--- src/rtl/wf_seq_addr_gen.sv ---
// Waveform-playback sequencer: steps a BRAM address through a runtime-selected
// waveform length, counts samples and wraps, and flags half/full buffer consumption.
module wf_seq_addr_gen #(
    parameter int ADDR_W = 10,
    parameter int DEPTH  = 1000,
    parameter int CNT_W  = 32,
    parameter int CYC_W  = 16
) (
    input  logic              i_clk,
    input  logic              i_rst,
    input  logic              i_sw_rst,
    input  logic              i_start,
    input  logic              i_stop,
    input  logic              i_mode,
    input  logic [CNT_W-1:0]  i_total_count,
    input  logic [ADDR_W:0]   i_wf_len,
    input  logic              i_tick,
    output logic              o_cs,
    output logic [ADDR_W-1:0] o_addr,
    output logic [CNT_W-1:0]  o_count,
    output logic [CYC_W-1:0]  o_cycles,
    output logic              o_busy,
    output logic              o_done,
    output logic              o_err,
    output logic              o_int_half,
    output logic              o_int_full
);

    typedef enum logic [1:0] {
        ST_IDLE = 2'd0,
        ST_RUN  = 2'd1,
        ST_DONE = 2'd2
    } state_t;

    localparam logic [ADDR_W-1:0] ADDR_ONE  = ADDR_W'(1);
    localparam logic [ADDR_W:0]   LEN_ONE   = (ADDR_W+1)'(1);
    localparam logic [ADDR_W:0]   LEN_TWO   = (ADDR_W+1)'(2);
    localparam logic [ADDR_W:0]   LEN_DEPTH = (ADDR_W+1)'(DEPTH);
    localparam logic [CNT_W-1:0]  CNT_ONE   = CNT_W'(1);
    localparam logic [CYC_W-1:0]  CYC_ONE   = CYC_W'(1);

    state_t              state_q, state_d;
    logic [ADDR_W-1:0]   addr_q, addr_d;
    logic [CNT_W-1:0]    count_q, count_d;
    logic [CYC_W-1:0]    cycles_q, cycles_d;
    logic                mode_q, mode_d;
    logic [CNT_W-1:0]    total_q, total_d;
    logic [ADDR_W:0]     len_q, len_d;
    logic                cs_q, cs_d;
    logic                done_q, done_d;
    logic                err_q, err_d;
    logic                half_q, half_d;
    logic                full_q, full_d;

    logic                cfg_ok;
    logic                at_last;
    logic                at_half;
    logic [ADDR_W:0]     addr_ext;

    always_comb begin
        cfg_ok   = (i_wf_len >= LEN_TWO) && (i_wf_len <= LEN_DEPTH)
                   && (i_mode || (i_total_count != '0));
        addr_ext = {1'b0, addr_q};
        at_last  = (addr_ext == (len_q - LEN_ONE));
        at_half  = (addr_ext == ((len_q >> 1) - LEN_ONE));

        state_d  = state_q;
        addr_d   = addr_q;
        count_d  = count_q;
        cycles_d = cycles_q;
        mode_d   = mode_q;
        total_d  = total_q;
        len_d    = len_q;
        done_d   = 1'b0;
        err_d    = 1'b0;
        half_d   = 1'b0;
        full_d   = 1'b0;

        case (state_q)
            ST_IDLE: begin
                if (i_start) begin
                    if (cfg_ok) begin
                        state_d  = ST_RUN;
                        mode_d   = i_mode;
                        total_d  = i_total_count;
                        len_d    = i_wf_len;
                        addr_d   = '0;
                        count_d  = '0;
                        cycles_d = '0;
                    end else begin
                        err_d = 1'b1;
                    end
                end
            end
            ST_RUN: begin
                // Stop takes priority: a coincident tick is dropped entirely.
                if (i_stop) begin
                    state_d = ST_IDLE;
                    addr_d  = '0;
                end else if (i_tick) begin
                    addr_d  = at_last ? '0 : addr_q + ADDR_ONE;
                    count_d = count_q + CNT_ONE;
                    half_d  = at_half;
                    full_d  = at_last;
                    if (at_last && (cycles_q != '1)) begin
                        cycles_d = cycles_q + CYC_ONE;
                    end
                    if (!mode_q && (count_q == (total_q - CNT_ONE))) begin
                        state_d = ST_DONE;
                        addr_d  = '0;
                        done_d  = 1'b1;
                    end
                end
            end
            ST_DONE: begin
                state_d = ST_IDLE;
            end
            default: begin
                state_d = ST_IDLE;
            end
        endcase

        cs_d = (state_d == ST_RUN);

        // Soft reset behaves like the hard reset, applied at the clock edge.
        if (!i_sw_rst) begin
            state_d  = ST_IDLE;
            addr_d   = '0;
            count_d  = '0;
            cycles_d = '0;
            mode_d   = 1'b0;
            total_d  = '0;
            len_d    = '0;
            cs_d     = 1'b0;
            done_d   = 1'b0;
            err_d    = 1'b0;
            half_d   = 1'b0;
            full_d   = 1'b0;
        end
    end

    always_ff @(posedge i_clk or negedge i_rst) begin
        if (!i_rst) begin
            state_q  <= ST_IDLE;
            addr_q   <= '0;
            count_q  <= '0;
            cycles_q <= '0;
            mode_q   <= 1'b0;
            total_q  <= '0;
            len_q    <= '0;
            cs_q     <= 1'b0;
            done_q   <= 1'b0;
            err_q    <= 1'b0;
            half_q   <= 1'b0;
            full_q   <= 1'b0;
        end else begin
            state_q  <= state_d;
            addr_q   <= addr_d;
            count_q  <= count_d;
            cycles_q <= cycles_d;
            mode_q   <= mode_d;
            total_q  <= total_d;
            len_q    <= len_d;
            cs_q     <= cs_d;
            done_q   <= done_d;
            err_q    <= err_d;
            half_q   <= half_d;
            full_q   <= full_d;
        end
    end

    assign o_cs       = cs_q;
    assign o_busy     = cs_q;
    assign o_addr     = addr_q;
    assign o_count    = count_q;
    assign o_cycles   = cycles_q;
    assign o_done     = done_q;
    assign o_err      = err_q;
    assign o_int_half = half_q;
    assign o_int_full = full_q;

endmodule

--- config.mk ---
export PLATFORM = sky130hd
export DESIGN_NAME = wf_seq_addr_gen
export DESIGN_NICKNAME = d
export VERILOG_FILES = /design/src/rtl/wf_seq_addr_gen.sv
export SDC_FILE = /design/constraint.sdc
export NUM_CORES = 1
export LEC_CHECK = 0
export CAP_MARGIN = 40
export CORE_MARGIN = 2
export CORE_UTILIZATION = 37
export DETAILED_ROUTE_END_ITERATION = 10
export GPL_ROUTABILITY_DRIVEN = 0
export PLACE_DENSITY = 0.67
export REMOVE_ABC_BUFFERS = 1
export SETUP_SLACK_MARGIN = 0.15
export SYNTH_ARGS = -nofsm -noshare
export SYNTH_HDL_FRONTEND = slang
export SYNTH_SLANG_ARGS = --single-unit
--- constraint.sdc ---
create_clock -name i_clk -period 6 [get_ports i_clk]
set_input_delay 1.2 -clock i_clk [delete_from_list [all_inputs] [get_ports i_clk]]
set_output_delay 1.2 -clock i_clk [all_outputs]
set_load 0.02 [all_outputs]
==> results by group <==
Worst hold path
  – WHS Path Cells: 1
  – Min-delay src: mode_q
  – Worst hold path class: reg -> reg
  – Min-Delay Endpoint: mode_q

Place
  – DP Cell Count: 1058
  – Place WS: 1.45 ns
  – PortBufs: 113
  – Placed inst area: 8120 sq um
  – Post-DP HPWL: 14200 um

Clock tree
  – CTS H-tree depth: 3
  – Post CTS Setup Buffer Count: 0
  – Max Root-Sink Buffers: 2
  – CTS hold repair buffers: 0
  – TritonCTS clock tree: built
  – Cts bufs inserted: 9
  – Worst-Skew Late Latency: 0.36 ns
  – Number of gates resized after cts: 0
  – Root buffer cell: clkbuf_16
  – Clock transition at path regs: 0.07 ns
  – Clock sinks: 109

Yosys
  – Most common cell in the netlist: dfrtp_1
  – Area leader, netlist: dfrtp_1
  – Syn Inst Count: 751
  – Post-synth EDFFs: 0
  – YS warnings: 0
  – Post-synth ARST share: 1.00
  – Top_reg_cell synth: dfrtp_1
  – Synth cell types: 62
  – Mapped Area: 6820 sq um
  – Register area share after synthesis: 0.400
  – Synthesis-stage register bit count: 109
  – Syn Area/Cell: 9.09 sq um
  – Area contributors post-synth: dfrtp_1 40%, xnor2_1 5.9%, xor2_1 5.9%, a22o_1 5.0%, nor2_1 3.4%
  – Synth top cells by count: 109 x dfrtp_1, 62 x nor2_1, 52 x nand2_1
  – Share of the synthesized area in the top cell type: 0.400

Floorplanning
  – IO Pins: 114
  – Initial Util: 0.379
  – Die X: 140 um
  – Die area: 19500 sq um
  – Chip Height: 140 um
  – Number of placement rows: 49
  – Placeable Area: 18000 sq um

Flow run
  – Max cap viols: 0

STA
  – Max Fclk: 235 MHz
  – Actual slew at the worst max-slew pin: 0.886 ns
  – Clock skew: 0.0107 ns
  – Final worst path period need: 4.26 ns
  – Post-route setup slack: 1.74 ns
  – Slew Limit Fails: 0
  – Setup Viol. Count Final: 0
  – Crit share post-route: 0.709
  – Hold Violations, Final: 0
  – Unrepaired setup endpoints after global routing: false
  – Headroom to the max-slew limit: 0.404

Power
  – Power Dens Cells: 202 nW/um^2
  – Leakage: 0.00346 uW
  – VDD IR max: 0.000163 V

Worst setup path
  – CP Class: in -> reg
  – R2R Path End: o_addr[7]
  – Crit Reg-Reg Startpoint: total_q[0]
  – CP required: 6.28 ns
  – Crit-path max FO: 12
  – R2R depth: 10
  – Critical Path End Type: flop
  – Type of element launching the critical path: input pin
  – Worst Path Arrival: 4.54 ns
  – Reg2reg setup slack: 2.01 ns

Global routing
  – Vias in the first global route: 6019
  – All-Layer GR Usage: 0.202
  – Total global routing overflow: 0
  – Initial antenna violation count: 0
  – Largest net degree at the start of global routing: 65
  – First-pass GRT wire length: 31900 um

Layout
  – Fin nets: 898
  – Antenna diode count: 0
  – Layout area overhead: 23.5%
  – Layout cells sized above 1: 0.0390
  – Fin cells: 1075
  – Final Cell Area: 8430 sq um

Route
  – Drc violations: 0
  – WL/cell: 18.3 um
  – Vias: 6131
  – Iteration-0 DRC Markers: 348
  – Post-Route WL: 19600 um
  – Via-to-Cell Ratio: 5.70
  – First-pass detailed-route iteration total: 5
  – Antenna Nets Post-Route: 0

Status
  – Outcome: finished clean
## worst max path at each step
| stage | depth (start not counted) | slack, ns | to | start |
|---|---|---|---|---|
| finish | 9 | 1.74 | o_cycles[15] | i_wf_len[1] |
| floorplan | 7 | -0.06 | o_cycles[15] | i_wf_len[1] |
| global route | 9 | 1.60 | o_cycles[15] | i_wf_len[1] |
| CTS | 9 | 1.84 | o_cycles[15] | i_wf_len[1] |
| global placement | 10 | 1.56 | o_count[15] | i_wf_len[1] |
| detailed placement | 9 | 1.45 | o_cycles[15] | i_wf_len[1] |
## per-layer routing
layer  share of wire  up-vias  track usage
met3           0.056       16       0.0358
li1                -     2950            -
met4           0.012        0       0.0447
met5               0        -            0
met1            0.45     3001        0.268
met2            0.48      164        0.346
## final cells by class
class | count | area [sq um]
inverters | 17 | 63.8
well taps | 229 | 287
clock inverters | 3 | 43.8
flip-flops and latches | 109 | 2730
fillers | 1723 | 9600
multi-input cells | 583 | 3860
clock buffers | 13 | 260
repair buffers | 121 | 1190
## stage by stage
step                      TNS, ns  hold slack (ns)  power [uW]   util
after floorplan           -0.0648            0.467         976      -
after global placement          0            0.495        1090  0.451
after detailed placement        0            0.498        1090  0.451
after CTS                       0            0.516        1710  0.467
after global routing            0            0.539        1780  0.468
final                           0            0.520        1700  0.468
## sequential cells by signal (all words and copies together), names as in the netlist
register	flops
state_q	2
o_err	1
o_count	32
mode_q	1
o_addr	10
len_q	11
o_int_full	1
o_cycles	16
total_q	32
o_done	1
o_busy	1
o_int_half	1
## power breakdown
group | total (uW) | internal (uW) | switching, uW
clock network | 620 | 347 | 273
registers | 775 | 749 | 25.8
logic | 309 | 135 | 174
total | 1700 | 1230 | 473
## cells by family (layout without fill, tap and decap cells)
logic type	count (synthesis)	count (layout)	synth area share
AO/OA/AOI/OAI	160	160	0.171
buffers and inverters	59	154	0.0374
flip-flops	109	109	0.400
adder cells (fa/ha/maj)	7	7	0.0128
AND/OR/NAND/NOR	319	319	0.252
multiplexers	4	4	0.00605
XOR/XNOR	93	93	0.122
## placed cells by master, fill, tap and decap left out, types with 4 or more instances in the layout
| master | count |
|---|---|
| a211oi_1 | 6 |
| a21o_1 | 4 |
| a21oi_1 | 24 |
| a221o_1 | 5 |
| a22o_1 | 39 |
| a31oi_1 | 6 |
| and2_1 | 5 |
| and3_1 | 20 |
| and4_1 | 6 |
| buf_4 | 8 |
| clkbuf_16 | 9 |
| clkdlybuf4s50_1 | 112 |
| dfrtp_1 | 109 |
| ha_1 | 7 |
| inv_1 | 17 |
| nand2_1 | 52 |
| nand2b_1 | 7 |
| nand3_1 | 33 |
| nand4_1 | 17 |
| nor2_1 | 62 |
| nor2b_1 | 9 |
| nor3_1 | 32 |
| nor4_1 | 24 |
| nor4b_1 | 4 |
| o211ai_1 | 5 |
| o21ai_0 | 28 |
| o22ai_1 | 7 |
| o31ai_1 | 7 |
| or3_1 | 24 |
| or4_1 | 7 |
| xnor2_1 | 46 |
| xor2_1 | 46 |
## worst max-delay path: stages
cell,delay (ns)
clkdlybuf4s50_1,0.44
or3_1,0.38
a21oi_1,0.26
o31ai_1,0.22
o31a_2,0.39
a21boi_1,0.50
a21oi_1,0.39
or4b_1,0.58
a21oi_1,0.16
Note: power is estimated with default switching activity, not from simulation.
